`config.mk`:
```
export PLATFORM = sky130hd
export DESIGN_NAME = mem_access_stage
export DESIGN_NICKNAME = d
export VERILOG_FILES = /design/src/rtl/mem_access_stage_pkg.sv /design/src/rtl/mem_load_extender.sv /design/src/rtl/mem_access_stage.sv
export SDC_FILE = /design/constraint.sdc
export NUM_CORES = 2
export LEC_CHECK = 0
export CAP_MARGIN = 20
export CORE_ASPECT_RATIO = 1.5
export CORE_UTILIZATION = 69
export CTS_BUF_LIST = sky130_fd_sc_hd__clkbuf_4
export DETAILED_ROUTE_END_ITERATION = 16
export GPL_TIMING_DRIVEN = 0
export PLACE_DENSITY_LB_ADDON = 0.25
export SLEW_MARGIN = 20
export SYNTH_ARGS = -nofsm -noshare
export SYNTH_HDL_FRONTEND = slang
export SYNTH_SLANG_ARGS = --single-unit
```
`constraint.sdc`:
```
create_clock -name i_clk -period 62.3 [get_ports i_clk]
set_clock_uncertainty 0.2 [all_clocks]
set_input_delay 6.23 -clock i_clk [delete_from_list [all_inputs] [get_ports i_clk]]
set_output_delay 6.23 -clock i_clk [all_outputs]
set_load 0.005 [all_outputs]
```
`src/rtl/mem_access_stage_pkg.sv`:
```
// Shared encodings for the MEM stage: load/store types, dump FSM states and default depth.
package mem_access_stage_pkg;

  localparam int DEF_MEM_ADDR_BITS = 5;

  localparam logic [2:0] LD_LB  = 3'b000;
  localparam logic [2:0] LD_LBU = 3'b001;
  localparam logic [2:0] LD_LH  = 3'b010;
  localparam logic [2:0] LD_LHU = 3'b011;
  localparam logic [2:0] LD_LW  = 3'b100;

  localparam logic [1:0] WR_SB = 2'b00;
  localparam logic [1:0] WR_SH = 2'b01;
  localparam logic [1:0] WR_SW = 2'b10;

  localparam logic [1:0] S_IDLE = 2'd0;
  localparam logic [1:0] S_DUMP = 2'd1;
  localparam logic [1:0] S_DONE = 2'd2;

endpackage

```
`src/rtl/mem_load_extender.sv`:
```
// Selects the byte/halfword lane of a memory word and sign- or zero-extends it.
module mem_load_extender
  import mem_access_stage_pkg::*;
#(
  parameter int BUS_SIZE = 32
) (
  input  logic [BUS_SIZE-1:0] word,
  input  logic [1:0]          lane,
  input  logic [2:0]          rd_src,
  output logic [BUS_SIZE-1:0] data
);

  logic [7:0]  sel_b;
  logic [15:0] sel_h;

  assign sel_b = word[8*lane +: 8];
  // Half lane comes from lane[1] only, which also realigns odd halfword addresses.
  assign sel_h = lane[1] ? word[31:16] : word[15:0];

  always_comb begin
    data = word;
    case (rd_src)
      LD_LB:   data = {{(BUS_SIZE-8){sel_b[7]}}, sel_b};
      LD_LBU:  data = {{(BUS_SIZE-8){1'b0}}, sel_b};
      LD_LH:   data = {{(BUS_SIZE-16){sel_h[15]}}, sel_h};
      LD_LHU:  data = {{(BUS_SIZE-16){1'b0}}, sel_h};
      default: data = word;
    endcase
  end

endmodule

```
`src/rtl/mem_access_stage.sv`:
```
// MIPS MEM stage: data memory with sub-word loads/stores and a debug dump stream.
// Optional macro MEM_ALIGN_CHECK_EN flags misaligned accesses, drops such stores and zeroes such loads.
module mem_access_stage
  import mem_access_stage_pkg::*;
#(
  parameter int BUS_SIZE      = 32,
  parameter int MEM_ADDR_BITS = DEF_MEM_ADDR_BITS,
  parameter int REG_ADDR_SIZE = 5
) (
  input  logic                     i_clk,
  input  logic                     i_reset,
  input  logic                     i_enable,
  input  logic [2:0]               i_mem_rd_src,
  input  logic [1:0]               i_mem_wr_src,
  input  logic                     i_mem_write,
  input  logic                     i_wb,
  input  logic                     i_mem_to_reg,
  input  logic [BUS_SIZE-1:0]      i_bus_b,
  input  logic [BUS_SIZE-1:0]      i_alu_result,
  input  logic [REG_ADDR_SIZE-1:0] i_addr_wr,
  output logic [BUS_SIZE-1:0]      o_mem_rd_data,
  output logic [BUS_SIZE-1:0]      o_alu_result,
  output logic [REG_ADDR_SIZE-1:0] o_addr_wr,
  output logic                     o_wb,
  output logic                     o_mem_to_reg,
  output logic                     o_misaligned,
  input  logic                     i_dbg_dump_start,
  input  logic                     i_dbg_ready,
  output logic                     o_dbg_valid,
  output logic [MEM_ADDR_BITS-1:0] o_dbg_addr,
  output logic [BUS_SIZE-1:0]      o_dbg_data,
  output logic                     o_dbg_done,
  output logic [1:0]               o_dbg_state
);

  localparam int DEPTH = 1 << MEM_ADDR_BITS;
  localparam logic [MEM_ADDR_BITS-1:0] LAST_IDX = MEM_ADDR_BITS'(DEPTH - 1);

  logic [BUS_SIZE-1:0]      mem [DEPTH];
  logic [MEM_ADDR_BITS-1:0] w_idx;
  logic [1:0]               lane;
  logic [3:0]               be;
  logic [BUS_SIZE-1:0]      wdata;
  logic [BUS_SIZE-1:0]      ld_data;
  logic                     st_bad;
  logic                     ld_bad;
  logic                     st_en;
  logic                     unused_addr_hi;

  assign w_idx = i_alu_result[MEM_ADDR_BITS+1:2];
  assign lane  = i_alu_result[1:0];
  assign unused_addr_hi = ^i_alu_result[BUS_SIZE-1:MEM_ADDR_BITS+2];

  assign o_alu_result = i_alu_result;
  assign o_addr_wr    = i_addr_wr;
  assign o_wb         = i_wb;
  assign o_mem_to_reg = i_mem_to_reg;

  assign st_bad = ((i_mem_wr_src == WR_SH) & lane[0]) | (i_mem_wr_src[1] & (lane != 2'b00));
  assign ld_bad = ((i_mem_rd_src[2:1] == 2'b01) & lane[0]) | (i_mem_rd_src[2] & (lane != 2'b00));

  // Store lanes: sub-word data is replicated across the word so the byte enables pick it out.
  always_comb begin
    be    = 4'b1111;
    wdata = i_bus_b;
    case (i_mem_wr_src)
      WR_SB: begin
        be    = 4'b0001 << lane;
        wdata = {4{i_bus_b[7:0]}};
      end
      WR_SH: begin
        be    = lane[1] ? 4'b1100 : 4'b0011;
        wdata = {2{i_bus_b[15:0]}};
      end
      default: be = 4'b1111;
    endcase
  end

  mem_load_extender #(.BUS_SIZE(BUS_SIZE)) u_ext (
    .word   (mem[w_idx]),
    .lane   (lane),
    .rd_src (i_mem_rd_src),
    .data   (ld_data)
  );

`ifdef MEM_ALIGN_CHECK_EN
  assign o_misaligned  = (i_mem_write & st_bad) | (i_mem_to_reg & ld_bad);
  assign st_en         = i_enable & i_mem_write & ~st_bad;
  assign o_mem_rd_data = (i_mem_to_reg & ld_bad) ? '0 : ld_data;
`else
  logic unused_bad;
  assign unused_bad    = st_bad ^ ld_bad;
  assign o_misaligned  = 1'b0;
  assign st_en         = i_enable & i_mem_write;
  assign o_mem_rd_data = ld_data;
`endif

  always_ff @(posedge i_clk or posedge i_reset) begin
    if (i_reset) begin
      for (int i = 0; i < DEPTH; i++) mem[i] <= '0;
    end else if (st_en) begin
      for (int b = 0; b < 4; b++) begin
        if (be[b]) mem[w_idx][8*b +: 8] <= wdata[8*b +: 8];
      end
    end
  end

  // Dump handshake: a word moves on any rising edge where o_dbg_valid & i_dbg_ready;
  // while valid is high and ready is low, o_dbg_addr stays put and o_dbg_data tracks mem[addr].
  logic [1:0]               state, state_nxt;
  logic [MEM_ADDR_BITS-1:0] cnt, cnt_nxt;
  logic                     xfer;

  assign o_dbg_valid = (state == S_DUMP);
  assign o_dbg_done  = (state == S_DONE);
  assign o_dbg_addr  = cnt;
  assign o_dbg_data  = mem[cnt];
  assign o_dbg_state = state;
  assign xfer        = o_dbg_valid & i_dbg_ready;

  always_comb begin
    state_nxt = state;
    cnt_nxt   = cnt;
    case (state)
      S_IDLE: begin
        if (i_dbg_dump_start) begin
          state_nxt = S_DUMP;
          cnt_nxt   = '0;
        end
      end
      S_DUMP: begin
        if (xfer) begin
          cnt_nxt = cnt + 1'b1;
          if (cnt == LAST_IDX) state_nxt = S_DONE;
        end
      end
      default: state_nxt = S_IDLE;
    endcase
  end

  always_ff @(posedge i_clk or posedge i_reset) begin
    if (i_reset) begin
      state <= S_IDLE;
      cnt   <= '0;
    end else begin
      state <= state_nxt;
      cnt   <= cnt_nxt;
    end
  end

endmodule

```
==> impl_summary.log, run 1 <==
INFO  metric netlist_instances = 5,051
INFO  metric post-dp-hpwl = 209,000 um
INFO  metric initial_utilization = 0.700
INFO  metric buffer_ports.inserted = 157
INFO  metric groute.usage.overall = 0.869
INFO  metric maximum_number_of_pins_on_one_net_before_global_route_repair = 110
INFO  metric synth_edf_count = 0
INFO  metric grt_first_pass_wirelength = 496,000 um
INFO  metric run.stop_error = [ERROR GRT-0116] Global routing finished with congestion. Check the congestion regions in the DRC Viewer.
INFO  metric pin_count = 195
INFO  metric yosys_warnings = 0
INFO  metric die_w = 233 um
INFO  metric ys_ff_latch = 1,031
INFO  metric seq_area_frac_synth = 0.466
INFO  metric synth_cell_types = 69
INFO  metric cts_max_path_buffers = 3
INFO  metric core.rowCount = 126
INFO  metric synthFlopType = sky130_fd_sc_hd__dfrtp_1
INFO  metric grt_overflow = 582
INFO  metric cts_root_buffer = sky130_fd_sc_hd__clkbuf_4
INFO  metric last-stage-reached = 5_1_grt
INFO  metric post_cts_hold_buffer_count = 0
INFO  metric async_flop_share = 1.00
INFO  metric grt_pass1_vias = 60,900
INFO  metric cts.htree.levels = 4
INFO  metric syn-cell-area = 55,300 um^2
INFO  metric routability_congestion_estimate_from_global_placement = 1.23
INFO  metric post_cts_setup_buffers = 0
INFO  metric synth_area_per_cell = 11.0 um^2
INFO  metric cts_num_sinks = 1,031
INFO  metric cts_buffers = 236
INFO  metric synth_nets = 5,135
INFO  metric floorplan.die.height = 349 um
INFO  metric outcome = stopped before the end
INFO  metric post_cts.resized_instances = 0
-- logic make-up after synthesis --
family,share of synthesized area
flops,0.466
fa+ha+maj,0.000452
other cells,0.0000678
mux,0.267
buf+inv,0.0406
simple gates,0.0881
compound gates,0.137
-- cell usage after synthesis (4+ instances only) --
library cell	n	area, um^2
sky130_fd_sc_hd__a22oi_1	47	353
sky130_fd_sc_hd__o21ai_2	5	43.8
sky130_fd_sc_hd__nand3_1	9	45.0
sky130_fd_sc_hd__o22ai_1	143	895
sky130_fd_sc_hd__or2_2	4	25.0
sky130_fd_sc_hd__a21o_1	32	240
sky130_fd_sc_hd__nor3_1	5	25.0
sky130_fd_sc_hd__nand2b_1	8	50.1
sky130_fd_sc_hd__nor2b_1	4	25.0
sky130_fd_sc_hd__nor4_1	11	68.8
sky130_fd_sc_hd__mux2_2	335	3770
sky130_fd_sc_hd__mux2i_1	382	3820
sky130_fd_sc_hd__buf_6	14	158
sky130_fd_sc_hd__mux4_2	319	7180
sky130_fd_sc_hd__dfrtp_1	1031	25800
sky130_fd_sc_hd__nand4_1	4	25.0
sky130_fd_sc_hd__a31oi_1	9	56.3
sky130_fd_sc_hd__o221ai_1	64	561
sky130_fd_sc_hd__o21ai_0	857	4290
sky130_fd_sc_hd__nor2_1	55	206
sky130_fd_sc_hd__clkbuf_1	309	1160
sky130_fd_sc_hd__buf_1	26	97.6
sky130_fd_sc_hd__a22o_1	8	70.1
sky130_fd_sc_hd__a21oi_1	112	561
sky130_fd_sc_hd__nand4bb_1	5	56.3
sky130_fd_sc_hd__nand2_1	972	3650
sky130_fd_sc_hd__a221oi_1	8	70.1
sky130_fd_sc_hd__and3_1	7	43.8
sky130_fd_sc_hd__or4_1	5	37.5
sky130_fd_sc_hd__nor3_2	32	320
sky130_fd_sc_hd__inv_1	6	22.5
sky130_fd_sc_hd__o211ai_1	4	30.0
sky130_fd_sc_hd__buf_4	59	443
sky130_fd_sc_hd__buf_2	72	360
sky130_fd_sc_hd__a211oi_1	34	255
-- layer usage --
layer  GRT overflow  GRT usage
met4            232      0.866
met5              2      0.558
met1             22      0.862
met2            294      0.972
met3             32      0.784
-- through the flow --
| stage | worst slack [ns] | area, um^2 | hold WS [ns] | util | instances |
|---|---|---|---|---|---|
| after detailed placement | 44.43 | 58600 | 0.286 | 0.742 | 6250 |
| after floorplan | 26.86 | 55300 | 0.261 | - | 5051 |
| after CTS | 44.37 | 61700 | 0.300 | 0.781 | 6667 |
| after global placement | 16.27 | 58200 | 0.273 | 0.736 | 6232 |
==> run 2: changes to the inputs <==
--- a/config.mk
+++ b/config.mk
@@ -6,12 +6,10 @@
 export NUM_CORES = 2
 export LEC_CHECK = 0
 export CAP_MARGIN = 20
-export CORE_ASPECT_RATIO = 1.5
-export CORE_UTILIZATION = 69
-export CTS_BUF_LIST = sky130_fd_sc_hd__clkbuf_4
+export CORE_UTILIZATION = 40
 export DETAILED_ROUTE_END_ITERATION = 16
 export GPL_TIMING_DRIVEN = 0
-export PLACE_DENSITY_LB_ADDON = 0.25
+export PLACE_DENSITY_LB_ADDON = 0.15
 export SLEW_MARGIN = 20
 export SYNTH_ARGS = -nofsm -noshare
 export SYNTH_HDL_FRONTEND = slang
==> impl_summary.log, run 2 <==
INFO  metric max_ffs_per_register = 1,024
INFO  metric grt_overflow = 0
INFO  metric groute.usage.overall = 0.416
INFO  metric maxSlewHeadroom = 0.0760
INFO  metric min_period_over_period = 0.292
INFO  metric cts.htree.levels = 3 (-1)
INFO  metric finalSetupViolCount = 0
INFO  metric post_cts_setup_buffers = 0 (unchanged)
INFO  metric synthDominantCellAreaShare = 0.466 (unchanged)
INFO  metric buffer_ports.inserted = 157 (unchanged)
INFO  metric routed_wire_length_per_instance = 40.6 um
INFO  metric cts_root_buffer = sky130_fd_sc_hd__clkbuf_16
INFO  metric critPathCapture = o_mem_rd_data[4]
INFO  metric commonest_cells_after_routing_fill_and_taps_aside = sky130_fd_sc_hd__dfrtp_1 (1,031), sky130_fd_sc_hd__nand2_1 (972), sky130_fd_sc_hd__o21ai_0 (852), sky130_fd_sc_hd__mux2i_1 (376), sky130_fd_sc_hd__mux2_2 (335)
INFO  metric outcome = finished, final reports clean
INFO  metric worstRegToRegCells = 7
INFO  metric post-dp-hpwl = 217,000 um (+3.7%)
INFO  metric grt_first_pass_wirelength = 393,000 um
INFO  metric cp_data_required_time = 55.87 ns
INFO  metric post_synth_main_area_contributors = sky130_fd_sc_hd__dfrtp_1 (47%), sky130_fd_sc_hd__mux4_2 (13%), sky130_fd_sc_hd__o21ai_0 (7.8%), sky130_fd_sc_hd__mux2i_1 (6.9%), sky130_fd_sc_hd__mux2_2 (6.8%)
INFO  metric synth_cell_types = 69 (unchanged)
INFO  metric synth_area_per_cell = 11.0 um^2 (unchanged)
INFO  metric max_slew.worst_pin.slew = 1.39 ns
INFO  metric achievable-frequency = 54.9 MHz
INFO  metric die_w = 374 um (+60%)
INFO  metric antenna_left = 0
INFO  metric yosys_warnings = 0 (unchanged)
INFO  metric synth_nets = 5,135 (unchanged)
INFO  metric post-route-min-period = 18.20 ns
INFO  metric regToRegStartpoint = o_dbg_addr[2]
INFO  metric core.rowCount = 136 (+7.9%)
INFO  metric cap_viol_max_count = 0
INFO  metric async_flop_share = 1.00 (unchanged)
INFO  metric slack_of_the_worst_reg_to_reg_path = 58.15 ns
INFO  metric initial_utilization = 0.403 (-0.298)
INFO  metric yosys-top-cells-count = sky130_fd_sc_hd__dfrtp_1 (1,031), sky130_fd_sc_hd__nand2_1 (972), sky130_fd_sc_hd__o21ai_0 (857)
INFO  metric post_detailed_route_via_to_cell_ratio = 6.63
INFO  metric cts_max_path_buffers = 3 (unchanged)
INFO  metric die_area = 140,000 um^2
INFO  metric yosysMostFrequentCell = sky130_fd_sc_hd__dfrtp_1
INFO  metric seq_area_frac_synth = 0.466 (unchanged)
INFO  metric critical_path.startpoint = i_alu_result[2]
INFO  metric dpl-instance-area = 59,700 um^2 (+1.9%)
INFO  metric final_cell_area = 63,700 um^2
INFO  metric maximum_number_of_pins_on_one_net_before_global_route_repair = 103
INFO  metric power.leakage = 27.5 nW
INFO  metric grt_pass1_vias = 45,800
INFO  metric layout.area.seq = 25,800 um^2
INFO  metric peakVddDrop = 23.8 uV
INFO  metric nNetsFinal = 5,435
INFO  metric syn-cell-area = 55,300 um^2 (unchanged)
INFO  metric cts_buffers = 117 (-50%)
INFO  metric post-synth-top-area-cell = sky130_fd_sc_hd__dfrtp_1
INFO  metric synthFlopType = sky130_fd_sc_hd__dfrtp_1
INFO  metric grt_setup_unrepaired = false
INFO  metric critPathCaptureType = output pin
INFO  metric cp_max_fo = 11
INFO  metric insertion_delay = 0.76 ns
INFO  metric floorplan.die.height = 374 um (+7.2%)
INFO  metric drc_errors = 0
INFO  metric footprint_of_the_multi_input_gates = 27,400 um^2
INFO  metric drt-pass1-iter-count = 9
INFO  metric route.final.wire_length = 294,000 um
INFO  metric tritoncts = built
INFO  metric drive_above_1_share = 0.208
INFO  metric pin_count = 195 (unchanged)
INFO  metric area_delta_synth_final = 15.2%
INFO  metric cellPowerDensity = 36.7 nW/um^2
INFO  metric finalHoldViolCount = 0
INFO  metric post_cts.resized_instances = 0 (unchanged)
INFO  metric initialDrtViolationCount = 6,894
INFO  metric worstSetupStartpointType = primary input
INFO  metric maxSlewViolCount = 0
INFO  metric worst_hold_path_type = flip-flop to flip-flop
INFO  metric clkTransAtPathRegs = 0.06 ns
INFO  metric synth_edf_count = 0 (unchanged)
INFO  metric fillers = 13,000
INFO  metric netlist_instances = 5,051 (unchanged)
INFO  metric layout_commonest_cell = sky130_fd_sc_hd__dfrtp_1
INFO  metric timing.rr.end = o_dbg_addr[3]
INFO  metric design.core.area = 137,000 um^2
INFO  metric worst-setup-path-type = primary input to output pin
INFO  metric initial_antenna_violation_count = 11
INFO  metric dr_total_vias = 48,000
INFO  metric routability_congestion_estimate_from_global_placement = 1.06 (-13%)
INFO  metric top_register = mem
INFO  metric critPathArrivalTime = 11.77 ns
INFO  metric ys_ff_latch = 1,031 (unchanged)
INFO  metric fin_setup_tns = 0 ns
INFO  metric cts_num_sinks = 1,031 (unchanged)
INFO  metric post_cts_hold_buffer_count = 0 (unchanged)
-- run 2: logic make-up after synthesis --
group,Yosys count,synth area share
other,1,0.0000678
adder cells (fa/ha/maj),2,0.000452
AO/OA/AOI/OAI,1341,0.137
flip-flops,1031,0.466
buffers and inverters,488,0.0406
multiplexers,1036,0.267
AND/OR/NAND/NOR,1152,0.0881
-- run 2: cell type report --
class                           instances  share of cell area
Sequential cell                      1031               0.405
Clock buffer                          182              0.0572
Antenna cell                            4            0.000157
Clock inverter                         29             0.00459
Tap cell                             1794              0.0352
Timing Repair Buffer                  181              0.0326
Buffer                                480              0.0356
Multi-Input combinational cell       3532               0.429
Inverter                                8            0.000589
-- run 2: stage by stage --
step	hold slack (ns)	util	worst slack, ns	power [mW]	instances
4_1_cts	0.299	0.464	44.23	2.29	7232
2_1_floorplan	0.261	-	26.86	1.18	5051
6_report	0.297	0.464	44.10	2.34	7241
5_1_grt	0.321	0.464	44.23	2.37	7237
3_3_place_gp	0.275	0.431	12.93	1.56	7002
3_5_place_dp	0.286	0.435	44.23	1.58	7021
-- run 2: routing by layer --
layer  vias up  share of wire  routed length (um)  track usage
li1      19200              -                   -            -
met1     24700           0.38              111000        0.532
met2      3308           0.41              119000        0.576
met3       858           0.12               35700        0.145
met4         6          0.094               27500        0.321
met5         -        0.00017                  51            0
-- run 2: worst min-delay path by stage --
| stage | startpoint | end | cells after the start |
|---|---|---|---|
| 2_1_floorplan | mem[264] | mem[264] | 2 |
| 5_1_grt | mem[410] | mem[410] | 2 |
| 4_1_cts | mem[693] | mem[693] | 2 |
| 3_3_place_gp | mem[776] | mem[776] | 2 |
| 3_5_place_dp | mem[693] | mem[693] | 2 |
| 6_report | mem[142] | mem[142] | 2 |
-- run 2: power by group --
part / leakage, nW / total (mW) / switching, mW / internal [mW]
Combinational: 11.6 / 0.811 / 0.551 / 0.259
Clock: 1.97 / 0.723 / 0.304 / 0.419
Sequential: 13.9 / 0.806 / 0.0623 / 0.744
-- run 2: worst max-delay path: stages --
cell and delay [ns]:
sky130_fd_sc_hd__clkdlybuf4s50_1 0.52, sky130_fd_sc_hd__buf_4 0.18, sky130_fd_sc_hd__buf_6 0.18, sky130_fd_sc_hd__buf_6 0.26
sky130_fd_sc_hd__buf_4 0.56, sky130_fd_sc_hd__buf_4 0.59, sky130_fd_sc_hd__mux4_2 0.68, sky130_fd_sc_hd__a22oi_1 0.22
sky130_fd_sc_hd__nand4_1 0.36, sky130_fd_sc_hd__o21ai_1 1.01, sky130_fd_sc_hd__a221oi_1 0.36, sky130_fd_sc_hd__clkdlybuf4s50_1 0.55
Note: power is estimated with default switching activity, not from simulation.
